`src/rtl/dw_conv_pe.sv`:
```
// dw_conv_pe: depthwise 3x3 convolution processing element.
// Takes one 9-pixel window per accept and multiplies it by a stored signed 3x3
// kernel. It adds a per-channel bias and requantises the sum to an unsigned
// activation, using rounding and a ReLU clamp. Results are queued in a
// first-word fall-through FIFO. A credit check throttles the window generator.
// Ports:
//   clock, reset            clock, asynchronous active-high reset
//   window_valid, window    incoming window, packed [8:0], index 3*row+col
//   win_wr_en               PE can accept a window this cycle
//   cfg_start, cfg_valid,   kernel load: start pulse, then weights 0..8
//   cfg_data
//   bias, shift             per-channel bias and requant shift, static in RUN
//   weights_loaded          kernel complete, PE running
//   out_valid, out_data,    FIFO head and pop
//   out_rd_en
module dw_conv_pe #(
    parameter int unsigned DATA_WIDTH = 8,
    parameter int unsigned ACC_WIDTH  = 24,
    parameter int unsigned FIFO_DEPTH = 8
) (
    input  logic                         clock,
    input  logic                         reset,
    input  logic                         window_valid,
    input  logic [9*DATA_WIDTH-1:0]      window,
    output logic                         win_wr_en,
    input  logic                         cfg_start,
    input  logic                         cfg_valid,
    input  logic [DATA_WIDTH-1:0]        cfg_data,
    input  logic signed [ACC_WIDTH-1:0]  bias,
    input  logic [3:0]                   shift,
    output logic                         weights_loaded,
    output logic                         out_valid,
    output logic [DATA_WIDTH-1:0]        out_data,
    input  logic                         out_rd_en
);

    localparam int unsigned PROD_W = 2 * DATA_WIDTH + 1;
    localparam int unsigned ROW_W  = PROD_W + 2;
    localparam int unsigned PTR_W  = $clog2(FIFO_DEPTH);
    localparam int unsigned CNT_W  = PTR_W + 1;
    localparam int unsigned CRD_W  = CNT_W + 1;
    localparam int unsigned REQ_W  = ACC_WIDTH + 1;
    localparam logic signed [REQ_W-1:0] SAT_MAX = REQ_W'((1 << DATA_WIDTH) - 1);

    typedef enum logic [1:0] {IDLE, LOAD, RUN} state_t;

    state_t                       state_q, state_d;
    logic [3:0]                   idx_q, idx_d;
    logic signed [DATA_WIDTH-1:0] weight_q [9];
    logic signed [DATA_WIDTH-1:0] weight_d [9];
    logic                         v1_q, v1_d, v2_q, v2_d, v3_q, v3_d;
    logic signed [PROD_W-1:0]     prod_q [9];
    logic signed [PROD_W-1:0]     prod_d [9];
    logic signed [ROW_W-1:0]      row_q [3];
    logic signed [ROW_W-1:0]      row_d [3];
    logic signed [ACC_WIDTH-1:0]  acc_q, acc_d;
    logic [DATA_WIDTH-1:0]        mem_q [FIFO_DEPTH];
    logic [DATA_WIDTH-1:0]        mem_d [FIFO_DEPTH];
    logic [PTR_W-1:0]             wr_ptr_q, wr_ptr_d, rd_ptr_q, rd_ptr_d;
    logic [CNT_W-1:0]             count_q, count_d;

    logic [CRD_W-1:0]             credit;
    logic                         accept, push, pop;
    logic signed [REQ_W-1:0]      rq_round, rq_sum, rq_shr;
    logic [DATA_WIDTH-1:0]        rq_res;

    // Pixel is unsigned, so it is zero-extended before the signed multiply.
    function automatic logic signed [PROD_W-1:0] mul(input logic [DATA_WIDTH-1:0] pix,
                                                     input logic signed [DATA_WIDTH-1:0] w);
        return PROD_W'($signed({1'b0, pix})) * PROD_W'(w);
    endfunction

    // Occupied FIFO entries plus in-flight windows; a same-cycle pop earns no credit.
    assign credit    = CRD_W'(count_q) + CRD_W'(v1_q) + CRD_W'(v2_q) + CRD_W'(v3_q);
    assign win_wr_en = (state_q == RUN) && (credit < CRD_W'(FIFO_DEPTH));
    assign accept    = window_valid && win_wr_en;

    assign weights_loaded = (state_q == RUN);
    assign out_valid      = (count_q != '0);
    assign out_data       = mem_q[rd_ptr_q];

    // Kernel-load FSM: cfg_start always restarts the load and wins over cfg_valid.
    always_comb begin
        state_d  = state_q;
        idx_d    = idx_q;
        weight_d = weight_q;
        if (cfg_start) begin
            state_d = LOAD;
            idx_d   = '0;
        end else if (state_q == LOAD && cfg_valid) begin
            weight_d[idx_q] = $signed(cfg_data);
            if (idx_q == 4'd8) begin
                state_d = RUN;
                idx_d   = '0;
            end else begin
                idx_d = idx_q + 4'd1;
            end
        end
    end

    // Three-stage MAC pipeline; valid bits advance every cycle.
    always_comb begin
        v1_d = accept;
        v2_d = v1_q;
        v3_d = v2_q;
        for (int i = 0; i < 9; i++) begin
            prod_d[i] = mul(window[i*DATA_WIDTH +: DATA_WIDTH], weight_q[i]);
        end
        for (int r = 0; r < 3; r++) begin
            row_d[r] = ROW_W'(prod_q[3*r]) + ROW_W'(prod_q[3*r+1]) + ROW_W'(prod_q[3*r+2]);
        end
        acc_d = ACC_WIDTH'(row_q[0]) + ACC_WIDTH'(row_q[1]) + ACC_WIDTH'(row_q[2]) + bias;
    end

    // Round-half-up arithmetic shift, then clamp to [0, 2^DATA_WIDTH-1].
    always_comb begin
        rq_round = (shift == 4'd0) ? '0 : (REQ_W'(1) << (shift - 4'd1));
        rq_sum   = REQ_W'(acc_q) + rq_round;
        rq_shr   = rq_sum >>> shift;
        if (rq_shr[REQ_W-1]) begin
            rq_res = '0;
        end else if (rq_shr > SAT_MAX) begin
            rq_res = '1;
        end else begin
            rq_res = rq_shr[DATA_WIDTH-1:0];
        end
    end

    // Output FIFO; pointers wrap naturally since FIFO_DEPTH is a power of two.
    always_comb begin
        push     = v3_q;
        pop      = out_rd_en && (count_q != '0);
        mem_d    = mem_q;
        wr_ptr_d = wr_ptr_q;
        rd_ptr_d = rd_ptr_q;
        count_d  = count_q;
        if (push) begin
            mem_d[wr_ptr_q] = rq_res;
            wr_ptr_d        = wr_ptr_q + PTR_W'(1);
        end
        if (pop) begin
            rd_ptr_d = rd_ptr_q + PTR_W'(1);
        end
        if (push && !pop) begin
            count_d = count_q + CNT_W'(1);
        end else if (!push && pop) begin
            count_d = count_q - CNT_W'(1);
        end
    end

    always_ff @(posedge clock or posedge reset) begin
        if (reset) begin
            state_q  <= IDLE;
            idx_q    <= '0;
            v1_q     <= 1'b0;
            v2_q     <= 1'b0;
            v3_q     <= 1'b0;
            acc_q    <= '0;
            wr_ptr_q <= '0;
            rd_ptr_q <= '0;
            count_q  <= '0;
            for (int i = 0; i < 9; i++) begin
                weight_q[i] <= '0;
                prod_q[i]   <= '0;
            end
            for (int r = 0; r < 3; r++) begin
                row_q[r] <= '0;
            end
            for (int e = 0; e < FIFO_DEPTH; e++) begin
                mem_q[e] <= '0;
            end
        end else begin
            state_q  <= state_d;
            idx_q    <= idx_d;
            weight_q <= weight_d;
            v1_q     <= v1_d;
            v2_q     <= v2_d;
            v3_q     <= v3_d;
            prod_q   <= prod_d;
            row_q    <= row_d;
            acc_q    <= acc_d;
            mem_q    <= mem_d;
            wr_ptr_q <= wr_ptr_d;
            rd_ptr_q <= rd_ptr_d;
            count_q  <= count_d;
        end
    end

endmodule

```
`config.mk`:
```
export PLATFORM = sky130hd
export DESIGN_NAME = dw_conv_pe
export DESIGN_NICKNAME = d
export VERILOG_FILES = /design/src/rtl/dw_conv_pe.sv
export SDC_FILE = /design/constraint.sdc
export NUM_CORES = 2
export LEC_CHECK = 0
export CAP_MARGIN = 25
export CORE_ASPECT_RATIO = 2
export CORE_UTILIZATION = 40
export CTS_BUF_LIST = sky130_fd_sc_hd__clkbuf_2 sky130_fd_sc_hd__clkbuf_4 sky130_fd_sc_hd__clkbuf_8
export DETAILED_ROUTE_END_ITERATION = 8
export SETUP_SLACK_MARGIN = 0.02
export SLEW_MARGIN = 10
export SYNTH_ARGS = -nofsm -noshare
export SYNTH_HDL_FRONTEND = slang
export SYNTH_SLANG_ARGS = --single-unit
```
`constraint.sdc`:
```
create_clock -name clock -period 16.7 [get_ports clock]
set_clock_uncertainty 0.2 [all_clocks]
set_input_delay 1.67 -clock clock [delete_from_list [all_inputs] [get_ports clock]]
set_output_delay 1.67 -clock clock [all_outputs]
set_load 0.005 [all_outputs]
```
== Yosys cells after proc, flatten, opt, wreduce, memory -nomap -nowiden ==
Cells that the tools add are included.

* Output and inout bits: 11
* Word-level logic and storage cells: 119
* Flip-flop bits (word level): 389
* Input bits: 114

* Mux-type cells: 20
* Magnitude comparators: 7
* Equal/unequal tests: 3
* Bitwise logic cells: 4
* $mul: 9
* Reduce and logical (&&, ||, !) cells: 17
* Shifts and indexed selects: 2
* $add $sub $neg: 19

{| class="wikitable"
|+ Operators by type and width
! cell !! count
|-
| 9-bit by 8-bit multiplier with 17-bit output || 9
|-
| 72-bit bitwise mux || 1
|-
| 64-bit bitwise mux || 1
|-
| 18-bit by 17-bit adder with 19-bit output || 3
|-
| 17-bit by 17-bit adder with 18-bit output || 3
|-
| 8-bit two-way mux || 6
|-
| 8-bit demux with 4-bit select || 1
|-
| 24-bit by 25-bit adder with 25-bit output || 1
|-
| 25-bit by 9-bit greater-than comparator with 1-bit output, second input constant || 1
|-
| 25-bit two-way mux || 1
|-
| 1-bit by 4-bit left shift with 25-bit output, first input constant || 1
|-
| 25-bit by 4-bit >>> shifter with 25-bit output || 1
|-
| 21-bit by 24-bit adder with 24-bit output || 1
|-
| 8-bit binary-select mux with 3-bit select || 1
|-
| 8-bit demux with 3-bit select || 1
|-
| 20-bit by 19-bit adder with 21-bit output || 1
|-
| 19-bit by 19-bit adder with 20-bit output || 1
|-
| 4-bit two-way mux || 5
|-
| 5-bit by 1-bit adder with 5-bit output || 2
|-
| 4-bit by 1-bit adder with 4-bit output, second input constant || 2
|-
| 4-bit >= comparator, second input constant || 2
|-
| 1-bit logical AND || 8
|-
| 3-bit inverter with 4-bit output || 2
|-
| 4-bit by 1-bit subtractor with 4-bit output, second input constant || 2
|-
| other kinds (17) || 24
|}

== Depth between registers and ports, before layout ==
* Word-level depth: 9
* Depth in mapped cells: 22

== Worst setup path after synthesis ==
No wires, ideal clock.

* Path type: in2reg
* Start: in window[67]
* End: reg prod_q[14] (netlist name)
* Stages: 18
* Path buffers: 0
* Library setup time: 0.080 ns
* Path slack: 10.828 ns
* Data required time: 16.420 ns
* Data arrival time: 5.592 ns
* Cells stage by stage: and2_1 fa_1 inv_1 fa_1 fa_1 fa_1 inv_1 ha_1 nor2b_1 o21ai_0 a21boi_0 o21ai_0 a21boi_0 o21ai_0 a21boi_0 o21ai_0 nor2b_1 xnor2_1

{| class="wikitable"
|+ RTL lines
! element !! RTL line !! text
|-
| from (decl) || 24 || <nowiki>input logic [9*DATA_WIDTH-1:0] window,</nowiki>
|-
| to (signal assigned) || 179 || <nowiki>prod_q <= prod_d;</nowiki>
|-
| to (decl) || 52 || <nowiki>logic signed [PROD_W-1:0] prod_q [9];</nowiki>
|}

== Worst setup path after layout ==
* Start: in shift[0]
* End: reg mem_q[53] (netlist name)

* Longest elaborated chain between the ends: 9
* Elaborated cells between the ends (all ways): 10
* Classes of those cells: 2 x add/sub; 1 x order compare; 2 x shift; 4 x mux; 1 x reduce/logical

{| class="wikitable"
|+ RTL lines
! element !! RTL line !! text
|-
| from (decl) || 30 || <nowiki>input logic [3:0] shift,</nowiki>
|-
| 4-bit by 1-bit subtractor with 4-bit output || 117 || <nowiki>rq_round = (shift == 4'd0) ? '0 : (REQ_W'(1) << (shift - 4'd1));</nowiki>
|-
| 1-bit by 4-bit left shift with 25-bit output || 117 ||
|-
| 25-bit two-way mux || 117 ||
|-
| 24-bit by 25-bit adder with 25-bit output || 118 || <nowiki>rq_sum = REQ_W'(acc_q) + rq_round;</nowiki>
|-
| 25-bit by 4-bit >>> shifter with 25-bit output (*) || 119 || <nowiki>rq_shr = rq_sum >>> shift;</nowiki>
|-
| 25-bit by 9-bit greater-than comparator with 1-bit output || 122 || <nowiki>end else if (rq_shr > SAT_MAX) begin</nowiki>
|-
| 8-bit two-way mux || 122 ||
|-
| 8-bit two-way mux (*) || 120 || <nowiki>if (rq_shr[REQ_W-1]) begin</nowiki>
|-
| 64-bit bitwise mux (*) || 138 || <nowiki>mem_d[wr_ptr_q] = rq_res;</nowiki>
|-
| to (signal assigned) || 182 || <nowiki>mem_q <= mem_d;</nowiki>
|-
| to (decl) || 57 || <nowiki>logic [DATA_WIDTH-1:0] mem_q [FIFO_DEPTH];</nowiki>
|}

Mark *: on every way between the ends. The rest lies on a longest branch, timed or not.
A chain may end at the register's enable or synchronous reset.

==> run_results.csv <==
group,metric,value,unit
finish,fin_nets,5200,
yosys,syn-num-nets,5056,
placement,place.gp.congestion,0.9311,
die,die_h,449.6,µm
worst_setup_path,cp.required,17.03,ns
timing,hold_viol_final,0,
timing,fmax,129.8,MHz
pwr,p_sw,0.002720,W
worst_setup_path,path_cells,"clkdlybuf4s50_1 > nand2_1 > nor3_1 > ha_1 > inv_1 > fa_1 > nand2b_1 > a21o_1 > a21oi_1 > nor2_1 > nand2_1 > o311ai_0 > nor4_1 > a32o_1 > a31o_2 > buf_4 > a31oi_1",
hold_path,holdPathStages,0,
routing,route.detailed.drc,0,
worst_setup_path,critPathMaxStageDelay,1.07,ns
yosys,syn_avg_cell_area,9.969,µm²
clocking,cts_buffers,66,
clocking,cts_resized,0,
run,cap_violations,0,
die,initial_core_util,40.50,%
global_routing,grt_max_degree,120,
hold_path,holdCritPathClass,"register to register",
worst_setup_path,crit_fanout,64,
worst_setup_path,worstSetupEndpointType,"register",
yosys,yosysTopAreaCellShare,24.30,%
clocking,clk_latency,0.72,ns
finish,syn2layout_area_growth,10.67,%
yosys,syn-cell-area,40060,µm²
die,die_w,225.8,µm
timing,timing.final.crit_share,46.12,%
yosys,synth_area_leaders,"dfrtp_1 24%, fa_1 22%, ha_1 15%, inv_1 5.5%, and2_1 5.5%",
global_routing,antenna_found_initial,11,
yosys,synth_edf_count,0,
die,io_pins,125,
hold_path,min-delay-start,"v2_q",
routing,vias,29120,
yosys,synthFlopType,"dfrtp_1",
timing,grt_setup_unrepaired,"no",
clocking,post_cts_buffers,0,
timing,tightest_slew,1.087,ns
worst_setup_path,crit_path_start_kind,"input port",
pwr,power_frac_comb,59.7,%
worst_setup_path,critical_path_arrival,8.04,ns
die,die_area,101500,µm²
worst_setup_path,cpMostUsedCell,"nand2_1",
global_routing,grtUsageTotal,22.59,%
clocking,cts_sinks,389,
clocking,clk_pin_slew,0.06,ns
routing,detail_route.wl_per_cell,19.96,µm
yosys,yosysTopAreaCell,"dfrtp_1",
yosys,yosysUniqueCellTypes,92,
global_routing,grt_remaining_overflow,0,
timing,setup_tns,0,ns
placement,placed_cell_area,42760,µm²
routing,first_pass_iters,5,
finish,final_area,44340,µm²
clocking,ctsHoldBuffers,0,
worst_setup_path,critical_path_class,"input port to register",
worst_setup_path,cp_slowest_cell,"clkdlybuf4s50_1",
timing,min_period,7.703,ns
yosys,synthArstFlopShare,100.0,%
timing,max-slew-margin-rel,27.29,%
placement,hpwl,90210,µm
pwr,clock_power_share,16.8,%
yosys,ys_ff_latch,389,
pwr,power.density,136.8,nW/µm²
routing,antenna_left,0,
routing,dr.first_iter.drc_count,1282,
routing,wirelength,110500,µm
global_routing,grt_pass1_wl,173400,µm
die,coreArea,98910,µm²
pwr,swShare,44.84,%
timing,drv_slew,0,
pwr,p_leak,22.28,nW
clocking,cts_tree,"done",
global_routing,grt_pass1_vias,31460,
yosys,netlist_instances,4019,
yosys,ys.warnings.count,0,
finish,final_util,44.83,%
pwr,vdd_drop_max,92.22,µV
die,std_cell_rows,163,
worst_setup_path,cp_top_family,"simple AND/OR/NAND/NOR gates",
finish,drive_above_1_share,7.262,%
placement,io_buffers,124,
pwr,p_int,0.003345,W
hold_path,whs_endpoint,"push",
worst_setup_path,crit_buf_inv,3,
worst_setup_path,r2r_slack,11.15,ns
routing,routed_via_density,5.259,
timing,final-setup-viol-count,0,
clocking,clockBufferDepth,3,
yosys,synth_seq_area_share,24.30,%
worst_setup_path,ff2ff_path_depth,18,
status,status,"finished, final reports clean",
worst_setup_path,r2r-start,"weight_q[18]",
pwr,pwr-share-seq,23.5,%
clocking,clockRootBuffer,"clkbuf_8",
clocking,h-tree-depth,3,
worst_setup_path,worstReg2RegEnd,"prod_q[50]",
worst reg2reg max path: stages, from the launching register on:
cell and delay [ns]:
dfrtp_1 0.50, and2_1 0.24, fa_1 0.41, inv_1 0.07, fa_1 0.45, fa_1 0.53, fa_1 0.50, inv_1 0.05
ha_1 0.31, nor2b_1 0.14, o21ai_0 0.20, a21boi_0 0.15, o21ai_0 0.23, a21boi_0 0.16, o21ai_0 0.24, a21boi_0 0.17
o21ai_0 0.22, a21oi_1 0.11, xnor2_1 0.50
power by group through the flow:
stage / clock network [W] / logic [W] / registers [W]
final: 0.00102 / 0.00362 / 0.00143
after global routing: 0.00109 / 0.00411 / 0.00145
after CTS: 0.00105 / 0.00366 / 0.00143
after detailed placement: 0 / 0.00362 / 0.00144
after global placement: 0 / 0.00358 / 0.00145
after floorplan: 0 / 0.00277 / 0.00130
metal layers:
layer  up-vias  track usage, %  part of all wire [%]
met1     14670           21.26                    33
met3       299           3.546                   3.8
li1      13510               -                     -
met2       618           44.62                    57
met5         -               0                 0.088
met4        16           13.14                   6.3
synthesized netlist by cell type, types with 46 or more instances:
master    number
and2_1       351
fa_1         436
xnor2_1      144
nand2_1      317
dfrtp_1      389
nand3_1       46
mux2_2        88
o21ai_0      172
nor2_1       226
a31oi_1       67
inv_1        592
ha_1         487
a21oi_1      103
nand2b_1      73
layout by cell type (no fill, tap or decap), types with 46 or more instances in the layout:
cell	n
inv_1	591
ha_1	487
fa_1	436
dfrtp_1	389
and2_1	351
nand2_1	317
nor2_1	226
o21ai_0	172
xnor2_1	144
clkdlybuf4s50_1	124
a21oi_1	103
mux2_2	88
clkbuf_8	83
nand2b_1	73
a31oi_1	67
nand3_1	46
worst max-delay path by stage:
stage          startpoint        end  slack, ns  depth (start not counted)
6_report         shift[0]  mem_q[53]       9.00                         17
3_3_place_gp     shift[0]  mem_q[48]       8.64                         16
2_1_floorplan       reset   acc_q[0]       4.02                          1
3_5_place_dp     shift[0]  mem_q[53]       8.55                         16
4_1_cts          shift[0]  mem_q[46]       9.30                         16
5_1_grt          shift[0]  mem_q[46]       8.69                         16
state kept, by name, summed over array words and instances, names as in the netlist:
| signal | count |
|---|---|
| idx_q | 4 |
| count_q | 4 |
| state_q | 2 |
| v1_q | 1 |
| wr_ptr_q | 3 |
| mem_q | 64 |
| acc_q | 24 |
| weight_q | 72 |
| push | 1 |
| v2_q | 1 |
| rd_ptr_q | 3 |
| prod_q | 153 |
| row_q | 57 |
layout make-up:
cell class | count | area [µm²]
clock buffer | 89 | 1187
fill | 9545 | 54570
sequential | 389 | 9734
timing repair buffer | 150 | 1456
clock inverter | 30 | 357.8
multi-input combinational | 2962 | 27710
inverter | 594 | 2237
tap | 1320 | 1652
antenna | 3 | 7.507
cells by family after synthesis:
| family | after synthesis | synth area share, % |
|---|---|---|
| buffers and inverters | 668 | 6.568 |
| and+or+nand+nor | 1180 | 14.88 |
| adders and majority gates | 923 | 37.00 |
| AOI/OAI and AO/OA | 567 | 9.313 |
| xor gates and xnor gates | 165 | 3.607 |
| other | 1 | 0.009360 |
| muxes | 126 | 4.329 |
| DFF | 389 | 24.30 |
per-stage QoR:
stage | power [W] | hold slack, ns | setup WS, ns | cells
finish | 0.006064 | 0.2130 | 8.997 | 5537
global route | 0.006643 | 0.2253 | 8.689 | 5536
CTS | 0.006137 | 0.2157 | 9.299 | 5533
detailed placement | 0.005068 | 0.1984 | 8.555 | 5414
global placement | 0.005027 | 0.1966 | 8.638 | 5414
floorplan | 0.004071 | 0.1856 | 4.017 | 4019
Note: power is estimated with default switching activity, not from simulation.
